$ cat src/rtl/div_pkg.sv
// Shared definitions for the iterative radix-2 divider.
// Contents:
//   DIV_WIDTH_DEFAULT - default operand width.
//   DIV_ZERO_QUO      - quotient returned for a zero divisor (all ones).
//   div_state_e       - control states: idle, iterate, sign fix-up, result held.
package div_pkg;

  localparam int unsigned DIV_WIDTH_DEFAULT = 32;

  localparam logic [DIV_WIDTH_DEFAULT-1:0] DIV_ZERO_QUO = '1;

  typedef enum logic [1:0] {
    StIdle,
    StIter,
    StFix,
    StDone
  } div_state_e;

endpackage

$ cat src/rtl/radix2_div_step.sv
// One combinational restoring-division step.
// Ports:
//   rem      - partial remainder (WIDTH+1 bits, unsigned).
//   quo      - quotient/dividend shift register (WIDTH bits).
//   divisor  - divisor magnitude (WIDTH+1 bits, unsigned).
//   rem_next - remainder after shift and trial subtract.
//   quo_next - quo shifted left with the new quotient bit in the LSB.
module radix2_div_step
  import div_pkg::*;
#(
  parameter int unsigned WIDTH = DIV_WIDTH_DEFAULT
) (
  input  logic [WIDTH:0]   rem,
  input  logic [WIDTH-1:0] quo,
  input  logic [WIDTH:0]   divisor,
  output logic [WIDTH:0]   rem_next,
  output logic [WIDTH-1:0] quo_next
);

  logic [WIDTH+1:0] shifted;
  logic [WIDTH+1:0] trial;
  logic             fits;

  always_comb begin
    // One extra bit so the subtraction borrow lands in the MSB.
    shifted  = {rem, quo[WIDTH-1]};
    trial    = shifted - {1'b0, divisor};
    fits     = ~trial[WIDTH+1];
    rem_next = fits ? trial[WIDTH:0] : shifted[WIDTH:0];
    quo_next = {quo[WIDTH-2:0], fits};
  end

endmodule

$ cat src/rtl/radix2_divider.sv
// Iterative signed/unsigned restoring radix-2 divider, one quotient bit per cycle.
// Results truncate toward zero; the remainder takes the sign of the dividend.
// Optional feature macro: DIV_EARLY_OUT_EN - when defined, operands with |X| < |Y|
// (Y nonzero) skip the iteration and complete one edge after accept.
// Ports:
//   clk, rst_n          - clock, synchronous active-low reset.
//   in_valid, in_ready  - operand handshake; in_ready high only when idle.
//   signed_op           - 1 = two's-complement operands; sampled on accept.
//   X, Y                - dividend, divisor.
//   out_valid, out_ready- result handshake; result held until taken.
//   Q, Rem              - quotient, remainder.
//   div_zero            - divisor was zero (qualified by out_valid).
module radix2_divider
  import div_pkg::*;
#(
  parameter int unsigned WIDTH = DIV_WIDTH_DEFAULT
) (
  input  logic             clk,
  input  logic             rst_n,
  input  logic             in_valid,
  output logic             in_ready,
  input  logic             signed_op,
  input  logic [WIDTH-1:0] X,
  input  logic [WIDTH-1:0] Y,
  output logic             out_valid,
  input  logic             out_ready,
  output logic [WIDTH-1:0] Q,
  output logic [WIDTH-1:0] Rem,
  output logic             div_zero
);

  localparam int unsigned     CntW     = $clog2(WIDTH);
  localparam logic [CntW-1:0] CntLast  = CntW'(WIDTH - 1);
  localparam logic [WIDTH-1:0] ZeroQuo = {WIDTH{DIV_ZERO_QUO[0]}};

  div_state_e       state_q, state_d;
  logic [WIDTH:0]   rem_q, rem_d;
  logic [WIDTH-1:0] quo_q, quo_d;
  logic [WIDTH:0]   dvsr_q, dvsr_d;
  logic [CntW-1:0]  cnt_q, cnt_d;
  logic             quo_neg_q, quo_neg_d;
  logic             rem_neg_q, rem_neg_d;
  logic             dz_q, dz_d;
  logic [WIDTH-1:0] q_out_q, q_out_d;
  logic [WIDTH-1:0] rem_out_q, rem_out_d;
  logic             div_zero_q, div_zero_d;

  logic [WIDTH-1:0] mag_x;
  logic [WIDTH-1:0] mag_y;
  logic             y_zero;
  logic [WIDTH:0]   step_rem;
  logic [WIDTH-1:0] step_quo;

  // Negating the most-negative value yields 2^(WIDTH-1), which is exact as unsigned.
  always_comb begin
    mag_x  = (signed_op && X[WIDTH-1]) ? -X : X;
    mag_y  = (signed_op && Y[WIDTH-1]) ? -Y : Y;
    y_zero = (Y == '0);
  end

  radix2_div_step #(
    .WIDTH (WIDTH)
  ) u_step (
    .rem      (rem_q),
    .quo      (quo_q),
    .divisor  (dvsr_q),
    .rem_next (step_rem),
    .quo_next (step_quo)
  );

  always_comb begin
    state_d    = state_q;
    rem_d      = rem_q;
    quo_d      = quo_q;
    dvsr_d     = dvsr_q;
    cnt_d      = cnt_q;
    quo_neg_d  = quo_neg_q;
    rem_neg_d  = rem_neg_q;
    dz_d       = dz_q;
    q_out_d    = q_out_q;
    rem_out_d  = rem_out_q;
    div_zero_d = div_zero_q;

    unique case (state_q)
      StIdle: begin
        if (in_valid) begin
          quo_neg_d = signed_op & (X[WIDTH-1] ^ Y[WIDTH-1]);
          rem_neg_d = signed_op & X[WIDTH-1];
          dvsr_d    = {1'b0, mag_y};
          cnt_d     = CntLast;
          dz_d      = y_zero;
          if (y_zero) begin
            // Park the raw dividend in rem so FIX returns it unmodified.
            rem_d     = {1'b0, X};
            quo_d     = '0;
            rem_neg_d = 1'b0;
            state_d   = StFix;
          end
`ifdef DIV_EARLY_OUT_EN
          else if (mag_x < mag_y) begin
            rem_d   = {1'b0, mag_x};
            quo_d   = '0;
            state_d = StFix;
          end
`endif
          else begin
            rem_d   = '0;
            quo_d   = mag_x;
            state_d = StIter;
          end
        end
      end

      StIter: begin
        rem_d = step_rem;
        quo_d = step_quo;
        if (cnt_q == '0) begin
          state_d = StFix;
        end else begin
          cnt_d = cnt_q - 1'b1;
        end
      end

      StFix: begin
        if (dz_q) begin
          q_out_d = ZeroQuo;
        end else begin
          q_out_d = quo_neg_q ? -quo_q : quo_q;
        end
        rem_out_d  = rem_neg_q ? -rem_q[WIDTH-1:0] : rem_q[WIDTH-1:0];
        div_zero_d = dz_q;
        state_d    = StDone;
      end

      StDone: begin
        if (out_ready) begin
          state_d = StIdle;
        end
      end

      default: state_d = StIdle;
    endcase
  end

  always_ff @(posedge clk) begin
    if (!rst_n) begin
      state_q    <= StIdle;
      rem_q      <= '0;
      quo_q      <= '0;
      dvsr_q     <= '0;
      cnt_q      <= '0;
      quo_neg_q  <= 1'b0;
      rem_neg_q  <= 1'b0;
      dz_q       <= 1'b0;
      q_out_q    <= '0;
      rem_out_q  <= '0;
      div_zero_q <= 1'b0;
    end else begin
      state_q    <= state_d;
      rem_q      <= rem_d;
      quo_q      <= quo_d;
      dvsr_q     <= dvsr_d;
      cnt_q      <= cnt_d;
      quo_neg_q  <= quo_neg_d;
      rem_neg_q  <= rem_neg_d;
      dz_q       <= dz_d;
      q_out_q    <= q_out_d;
      rem_out_q  <= rem_out_d;
      div_zero_q <= div_zero_d;
    end
  end

  assign in_ready  = (state_q == StIdle);
  assign out_valid = (state_q == StDone);
  assign Q         = q_out_q;
  assign Rem       = rem_out_q;
  assign div_zero  = div_zero_q;

endmodule

$ cat config.mk
export PLATFORM = sky130hd
export DESIGN_NAME = radix2_divider
export DESIGN_NICKNAME = d
export VERILOG_FILES = /design/src/rtl/div_pkg.sv /design/src/rtl/radix2_div_step.sv /design/src/rtl/radix2_divider.sv
export SDC_FILE = /design/constraint.sdc
export NUM_CORES = 1
export LEC_CHECK = 0
export CORE_MARGIN = 4
export CORE_UTILIZATION = 40
export DETAILED_ROUTE_END_ITERATION = 16
export GPL_TIMING_DRIVEN = 1
export HOLD_SLACK_MARGIN = 0.06
export PLACE_DENSITY_LB_ADDON = 0.3
export SYNTH_ARGS = -nofsm -noshare
export SYNTH_HDL_FRONTEND = slang
export SYNTH_SLANG_ARGS = --single-unit
$ cat constraint.sdc
create_clock -name clk -period 3 [get_ports clk]
set_input_delay 0.45 -clock clk [delete_from_list [all_inputs] [get_ports clk]]
set_output_delay 0.45 -clock clk [all_outputs]
set_load 0.05 [all_outputs]
### Word level (Yosys, flattened, before mapping)

Index checks and enable logic that the tools add are counted.

| word-level totals | value |
|---|---|
| register bits | 172 |
| latch bits | 0 |
| bits in writable memories | 0 |
| ROM bits | 0 |
| bits of input ports | 69 |
| output and inout bits | 67 |
| memories kept | 0 |

| cells by class | value |
|---|---|
| $add $sub $neg | 6 |
| multiply operators | 0 |
| divide/modulo/power cells | 0 |
| magnitude comparators | 0 |
| eq/ne operators | 7 |
| shift operators | 0 |
| mux-type cells | 21 |
| bitwise logic cells | 4 |
| reductions and logical operators | 10 |

Operators with widths:

| operator | count |
|---|---|
| $mux 32 | 8 |
| $neg 32->32 | 4 |
| $mux 33 | 2 |
| $pmux 33 s2 | 1 |
| $pmux 32 s2 | 1 |
| $sub 34x32->34 | 1 |
| $logic_not 32->1 | 1 |
| $mux 5 | 2 |
| $pmux 5 s2 | 1 |
| $mux 2 | 4 |
| $pmux 2 s4 | 1 |
| $ne 2x2->1 const B | 3 |
| $reduce_and 3->1 | 2 |
| $logic_not 5->1 | 1 |
| $sub 5x1->5 const B | 1 |
| $eq 2x2->1 const B | 2 |
| $reduce_and 2->1 | 2 |
| $and 1x1->1 | 2 |
| $eq 2x1->1 const B | 1 |
| $logic_and 1x1->1 | 2 |
| $logic_not 2->1 | 1 |
| $ne 2x1->1 const B | 1 |
| $reduce_bool 2->1 | 1 |
| $mux 1 | 1 |
| other kinds (2) | 2 |

### Longest topological paths before layout

Gate-level depths: netlist of run 1.

| depth | value |
|---|---|
| depth in word-level cells | 5 |
| gate-level depth with buffers | 13 |
| gate-level depth less buffers | 12 |

### Modules after synthesis

Synthesis of run 1 repeated with hierarchy kept, for this count alone.

| second synthesis, totals | value |
|---|---|
| cell total of the unflattened synthesis | 1475 |
| area total of the unflattened synthesis | 11891.4 sq um |

Modules (own cells, without submodules):

| module | instances | cells an instance | area each (sq um) |
|---|---|---|---|
| radix2_divider | 1 | 1136 | 9276.4 |
| radix2_div_step | 1 | 339 | 2615.0 |

### Worst setup path before layout of run 1

OpenSTA, ideal clock, no wires.

| path | value |
|---|---|
| path kind | register to register |
| start | reg rem_q[10] |
| end | reg rem_q[10] |
| library setup time | 123 ps |
| data arrival time | 2933 ps |
| data required time | 2877 ps |
| slack | -55 ps |
| cell stages (with the launch flop) | 13 |
| path buffers | 2 |
| cells stage by stage | dfxtp_1 ha_1 clkbuf_1 and4_1 and3_1 nand3_1 o211a_1 o311ai_1 and2_1 buf_2 mux2_1 a221oi_1 nor2_1 |

| between the ends | value |
|---|---|
| longest elaborated chain between the ends | 3 |

Ends and longest elaborated chain:

| item | RTL line | source |
|---|---|---|
| start, declared | radix2_divider.sv:37 | `logic [WIDTH:0] rem_q, rem_d;` |
| start signal, assigned | radix2_divider.sv:160 | `rem_q <= rem_d;` |
| $sub 34x32->34 | radix2_div_step.sv:27 | `trial = shifted - {1'b0, divisor};` |
| $mux 33 | radix2_div_step.sv:29 | `rem_next = fits ? trial[WIDTH:0] : shifted[WIDTH:0];` |
| $pmux 33 s2 | radix2_divider.sv:84 | `unique case (state_q)` |

Every way passes these cells.
A chain may end at the register's enable or synchronous reset.

### Worst setup path after layout of run 1

| path | value |
|---|---|
| start | reg rem_q[11] |
| end | reg rem_q[17] |

Same word-level chain as after synthesis.

==> results of run 1 <==
-- area by class of cell --
| type | instances | area, µm² |
|---|---|---|
| Clock buffer | 17 | 425.4 |
| Tap cell | 372 | 465.4 |
| Timing Repair Buffer | 297 | 2694 |
| Sequential cell | 172 | 3457 |
| Clock inverter | 15 | 148.9 |
| Fill cell | 2583 | 12340 |
| Inverter | 55 | 209.0 |
| Multi-Input combinational cell | 1084 | 7441 |
-- how the worst max path moves through the flow --
stage	from	to	slack, ns	cells after the start
floorplan	rem_q[9]	rem_q[10]	0.004	12
global placement	Y[7]	quo_q[30]	-0.26	9
detailed placement	Y[7]	quo_q[31]	-0.34	9
CTS	dvsr_q[16]	rem_q[17]	0.0004	12
global route	quo_q[31]	rem_q[17]	-0.05	13
finish	rem_q[11]	rem_q[17]	0.01	11
-- flip-flops by register name, summed over array words and instances, names as in the netlist --
| register | count |
|---|---|
| cnt_q | 5 |
| rem_neg_q | 1 |
| dz_q | 1 |
| quo_q | 32 |
| dvsr_q | 32 |
| Q | 32 |
| quo_neg_q | 1 |
| div_zero | 1 |
| Rem | 32 |
| rem_q | 33 |
| state_q | 2 |
-- synthesized netlist by cell type, types with 5 or more instances --
cell,number
and3_1,13
nor2_1,192
nand2_1,81
xor2_1,77
o21a_1,5
and2_1,7
buf_2,5
or3_1,10
mux2i_1,15
nand3b_1,8
dfxtp_1,172
nor3_1,29
nand2b_1,10
a31oi_1,18
a311oi_1,7
nor2b_1,5
a21oi_1,88
a21o_1,15
a211oi_1,60
nand3_1,22
o21ai_1,5
ha_1,42
nand4_1,7
clkbuf_1,83
xnor2_1,71
o21bai_1,5
o21ai_0,94
inv_1,54
o22ai_1,24
o311ai_0,5
or4_1,10
a222oi_1,19
a221oi_1,27
o31ai_1,27
o41ai_1,12
nor4_1,13
mux2_1,14
-- per-stage QoR --
| step | total power (W) | worst slack (ns) | util (%) | instances |
|---|---|---|---|---|
| 6_report | 0.01728 | 0.01187 | 54.61 | 2012 |
| 5_1_grt | 0.01841 | -0.05258 | 54.61 | 2012 |
| 4_1_cts | 0.01628 | 0.0004308 | 53.29 | 2003 |
| 3_5_place_dp | 0.01391 | -0.3432 | 50.92 | 1971 |
| 3_3_place_gp | 0.01380 | -0.2608 | 50.92 | 1971 |
| 2_1_floorplan | 0.01049 | 0.003693 | - | 1406 |
-- kinds of logic (layout without fill, tap and decap cells) --
family	Yosys count	in the layout
XOR/XNOR	148	148
multiplexers	30	30
flip-flops	172	172
adder cells (fa/ha/maj)	43	43
AO/OA/AOI/OAI	438	438
AND/OR/NAND/NOR	425	425
buffers and inverters	150	384
-- layout by cell type, fill, tap and decap left out, drive strengths merged, types with 27 or more instances in the layout --
cell type	count
o31ai	27
nor3	30
nand2	81
nor2	193
o21ai	99
a211oi	60
xnor2	71
dfxtp	172
buf	160
a221oi	27
a21oi	92
xor2	77
inv	63
ha	42
clkdlybuf4s50	135
-- routing by layer --
layer	track usage [%]	vias up	share of wire, %
met5	0	-	0
met1	31.56	5416	46
met4	7.692	0	2.7
met2	37.40	342	46
li1	-	5597	-
met3	3.137	54	5.2
-- worst reg2reg max path, cell delays in order (launching register included) --
cell and delay, ns:
dfxtp_1 0.38, ha_4 0.31, and4_4 0.23, and3_4 0.21, nand3_2 0.10, o211a_4 0.28, o311ai_4 0.29, and2_4 0.27
clkbuf_16 0.17, mux2_1 0.35, a221oi_2 0.21, nor2_1 0.09
-- power by group through the flow --
stage / Combinational [W] / Sequential, W / Clock, W
after CTS: 0.0105 / 0.00359 / 0.00223
after global routing: 0.0124 / 0.00371 / 0.00233
after detailed placement: 0.0103 / 0.00363 / 0
final: 0.0114 / 0.00363 / 0.00221
after global placement: 0.0102 / 0.00362 / 0
after floorplan: 0.00613 / 0.00436 / 0
-- timing repair --
item | CTS | global route
setup endpoints to repair | 23 | 41
gates resized for setup | 11 | 56
buffers inserted | 0 | 6
gates cloned | 0 | 3
pin swaps | 2 | 12
==> results.cfg, run 1 <==
[power]
comb_power_share_pct = 66.2
p_sw_share_pct = 47.18
p_leak_nw = 5.703
vdd_drop_max_mv = 0.5140
power.internal_w = 0.009127
p_sw_w = 0.008152
pwr_density_cell_nw_per_um2 = 1164
sequentialPowerShare_pct = 21.0
clkPwrFrac_pct = 12.8

[setup_path]
path_delay_family = simple AND/OR/NAND/NOR gates
cp_data_required_time_ns = 3.32
startpoint_type = register
crit_path_end_kind = register
worstReg2RegEnd = rem_q[17]
critPathMaxFanout = 5
worst-r2r-cell-count = 11
crit_chain = ha_4 > and4_4 > and3_4 > nand3_2 > o211a_4 > o311ai_4 > and2_4 > clkbuf_16 > mux2_1 > a221oi_2 > nor2_1
path_class = reg -> reg
crit_buf_inv = 1
reg2reg_from = rem_q[11]
slowest_stage = dfxtp_1
critPathMaxStageDelay_ns = 0.38
cp.arrival_ns = 3.31
r2r_slack_ns = 0.01

[timing]
relSlewSlack_pct = 19.03
period_share_pct = 99.60
hold_violations = 0
fmax_ghz = 0.3347
fin_skew_ns = 0.01074
fin_worst_hold_slack_ns = 0.4694
rsz0062_at_grt = yes
finalCriticalPeriod_ns = 2.988
finalSetupTns_ns = 0
setup_viol = 0
finalMaxSlewViolations = 0
worstMarginPinSlew_ns = 1.215

[logic_synthesis]
synth_ff_type = dfxtp_1
synthTopCellsByArea = dfxtp_1, nor2_1, xor2_1
synth_warnings = 0
synth-xor-area-share_pct = 11.64
synth-compound-area-share_pct = 26.27
ys_ff_latch = 172
synth_edf_count = 0
synth_area_um2 = 11140
synth_top_family_by_area = compound AO/OA/AOI/OAI gates
muxShareOfSynthArea_pct = 2.865
yosysTopAreaCell = dfxtp_1
synthAdderAreaFrac_pct = 4.898
yosysTopAreaCellShare_pct = 30.92
avgSynthCellArea_um2 = 7.921
yosys.area_share.simple_pct = 18.20
yosysSeqAreaShare_pct = 30.92
synthCells = 1406
synth_cell_types = 66
syn_nets = 1518
synthArstFlopShare_pct = 0

[clock_tree]
cts.sinks = 172
cts_hold_buf = 0
cts_tree = yes
worstSkewPairLatency_ns = 0.44
clockBufferDepth = 2
cts_inserted_buffers = 17
clk_pin_slew_ns = 0.07
htree_num_levels = 4
cts_root_buffer = clkbuf_16

[routing]
final_antenna_net_count = 0
wl_per_cell_um = 18.12
dr.first_iter.drc_count = 909
post-route-drc-count = 0
viasPerCell = 5.670
totalWireLength_um = 36450
dr.pass1.iters = 8
vias = 11410

[grt]
grt_antenna_before_repair = 0
grt_overflow = 0
grt_max_degree = 93
grt_pass1_wl_um = 57480
grt_usage_pct = 23.01
first_global_vias = 10790

[floorplanning]
die_area_um2 = 30580
start_util_pct = 40.98
ios = 136
core_um2 = 27180
row_count = 60
die_w_um = 174.9
die_h_um = 174.9

[job]
maxCapViolCount = 0

[placement]
hpwl_um = 27200
place_area_um2 = 13840
gp_congestion = 0.9258
port_buffers = 135

[layout]
diodes = 0
syn2layout_area_growth_pct = 33.25
nNetsFinal = 1739
final_area_um2 = 14840
drive_above_1_share_pct = 17.07

[hold_path]
hold_path_class = reg -> reg
min_from = dvsr_q[31]
min_to = dvsr_q[31]
min_delay_path_depth = 2

[status]
outcome = complete, no violations
No activity file was read; power rests on OpenSTA's default activity.
==> inputs of run 2 (changes only) <==
--- a/config.mk
+++ b/config.mk
@@ -14,3 +14,4 @@
 export SYNTH_ARGS = -nofsm -noshare
 export SYNTH_HDL_FRONTEND = slang
 export SYNTH_SLANG_ARGS = --single-unit
+export TNS_END_PERCENT = 20
==> results.cfg, run 2 (synthesized netlist as in run 1, its figures left out) <==
[status]
outcome = finished, violations left
failed_checks = setup timing

[routing]
dr.first_iter.drc_count = 878
wl_met2_um = 16590
post-route-drc-count = 0
viasPerCell = 5.637
vias = 11330
totalWireLength_um = 36130
wl_met3_um = 1633
final_antenna_net_count = 0
dr.pass1.iters = 6
wl_met1_um = 16920
wl_per_cell_um = 17.98
routed.top_layer = met4

[timing]
finalCriticalPeriod_ns = 3.066
setup_ws_ns = -0.06632
period_share_pct = 102.2
fmax_ghz = 0.3261
setup_viol = 10
worstMarginPinSlew_ns = 1.225
fin_skew_ns = 0.01064
relSlewSlack_pct = 18.36
rsz0062_at_grt = yes
finalMaxSlewViolations = 0
hold_violations = 0

[setup_path]
path_class = reg -> reg
cp_data_required_time_ns = 3.33
worst-r2r-cell-count = 11
r2r_slack_ns = -0.07
reg2reg_from = rem_q[11]
startpoint_type = register
cp.arrival_ns = 3.40
crit_path_end_kind = register
worstReg2RegEnd = rem_q[14]
critPathMaxFanout = 5

[power]
p_leak_nw = 5.669
pwr_density_cell_nw_per_um2 = 1158
vdd_drop_max_mv = 0.5099
p_total_w = 0.01702

[layout]
largest_reg_flops = 33
drive_above_1_share_pct = 15.93
nFillCells = 2591
mostFrequentLayoutCells = nor2_1, dfxtp_1, buf_4
syn2layout_area_growth_pct = 32.02
nNetsFinal = 1737
post-route-util_pct = 54.10
final_common_cell = nor2_1
diodes = 0
top_register = rem_q

[placement]
gp_congestion = 0.9258
hpwl_um = 27200
port_buffers = 135

[floorplanning]
die_area_um2 = 30580
ios = 136
die_w_um = 174.9
row_count = 60
die_h_um = 174.9
start_util_pct = 40.98
core_um2 = 27180

[clock_tree]
cts.sinks = 172
clk_pin_slew_ns = 0.08
cts_root_buffer = clkbuf_16
cts_hold_buf = 0
cts_inserted_buffers = 17
clockBufferDepth = 2
worstSkewPairLatency_ns = 0.44
htree_num_levels = 4
cts_tree = yes

[grt]
grt_max_degree = 93
grt_pass1_wl_um = 57480
grt_usage_pct = 23.01
grt_antenna_before_repair = 0
first_global_vias = 10790
grt_overflow = 0

[hold_path]
min_delay_path_depth = 2
hold_path_class = reg -> reg
min_from = dvsr_q[31]
min_to = dvsr_q[31]

[job]
maxCapViolCount = 0
run 2: worst max-delay path, cell delays in order (launching register included):
cell       delay [ns]
dfxtp_1          0.38
ha_4             0.31
and4_4           0.23
and3_4           0.21
nand3_2          0.09
o211a_1          0.28
o311ai_2         0.33
and2_4           0.27
clkbuf_16        0.16
mux2_1           0.34
a221oi_2         0.25
nor2_1           0.09
run 2: power breakdown:
| group | total (W) | switching (W) | leakage [nW] | internal, W |
|---|---|---|---|---|
| registers | 0.00362 | 0.000646 | 1.42 | 0.00297 |
| clock network | 0.00220 | 0.00110 | 0.274 | 0.00111 |
| logic | 0.0112 | 0.00629 | 3.98 | 0.00491 |
run 2: how the worst max path moves through the flow:
| stage | cells past startpoint | slack, ns | to | start |
|---|---|---|---|---|
| 6_report | 11 | -0.07 | rem_q[14] | rem_q[11] |
| 5_1_grt | 12 | -0.14 | rem_q[21] | dvsr_q[4] |
| 4_1_cts | 12 | 0.0004 | rem_q[17] | dvsr_q[16] |
| 3_5_place_dp | 9 | -0.34 | quo_q[31] | Y[7] |
| 3_3_place_gp | 9 | -0.26 | quo_q[30] | Y[7] |
| 2_1_floorplan | 12 | 0.004 | rem_q[10] | rem_q[9] |
run 2: layout make-up:
cell class                      count  area [µm²]  share of cell area (%)
Inverter                           55       209.0                   1.421
Timing Repair Buffer              295        2679                   18.22
Sequential cell                   172        3455                   23.50
Clock inverter                     15       148.9                   1.013
Tap cell                          372       465.4                   3.166
Multi-Input combinational cell   1084        7321                   49.79
Clock buffer                       17       425.4                   2.893
run 2: metrics by stage:
| stage | setup TNS [ns] | hold slack [ns] | cell area (µm²) | cells | setup slack [ns] |
|---|---|---|---|---|---|
| after detailed placement | -13.83 | 0.4558 | 13840 | 1971 | -0.3432 |
| after global routing | -2.381 | 0.5161 | 14700 | 2010 | -0.1421 |
| after global placement | -11.92 | 0.4503 | 13840 | 1971 | -0.2608 |
| final | -0.2130 | 0.4695 | 14700 | 2010 | -0.06632 |
| after floorplan | 0 | 0.4319 | 11140 | 1406 | 0.003693 |
| after CTS | 0 | 0.4673 | 14480 | 2003 | 0.0004308 |
run 2: layer usage:
metal	global-route usage (%)	vias to the layer above
li1	-	5588
met2	37.40	313
met4	7.692	0
met3	3.137	58
met1	31.56	5371
met5	0	-
run 2: what timing repair did:
action	4_1_cts	5_1_grt
gates resized for setup	11	34
buffers inserted	0	4
setup endpoints to repair	23	41
cloned	0	3
pin swaps	2	8
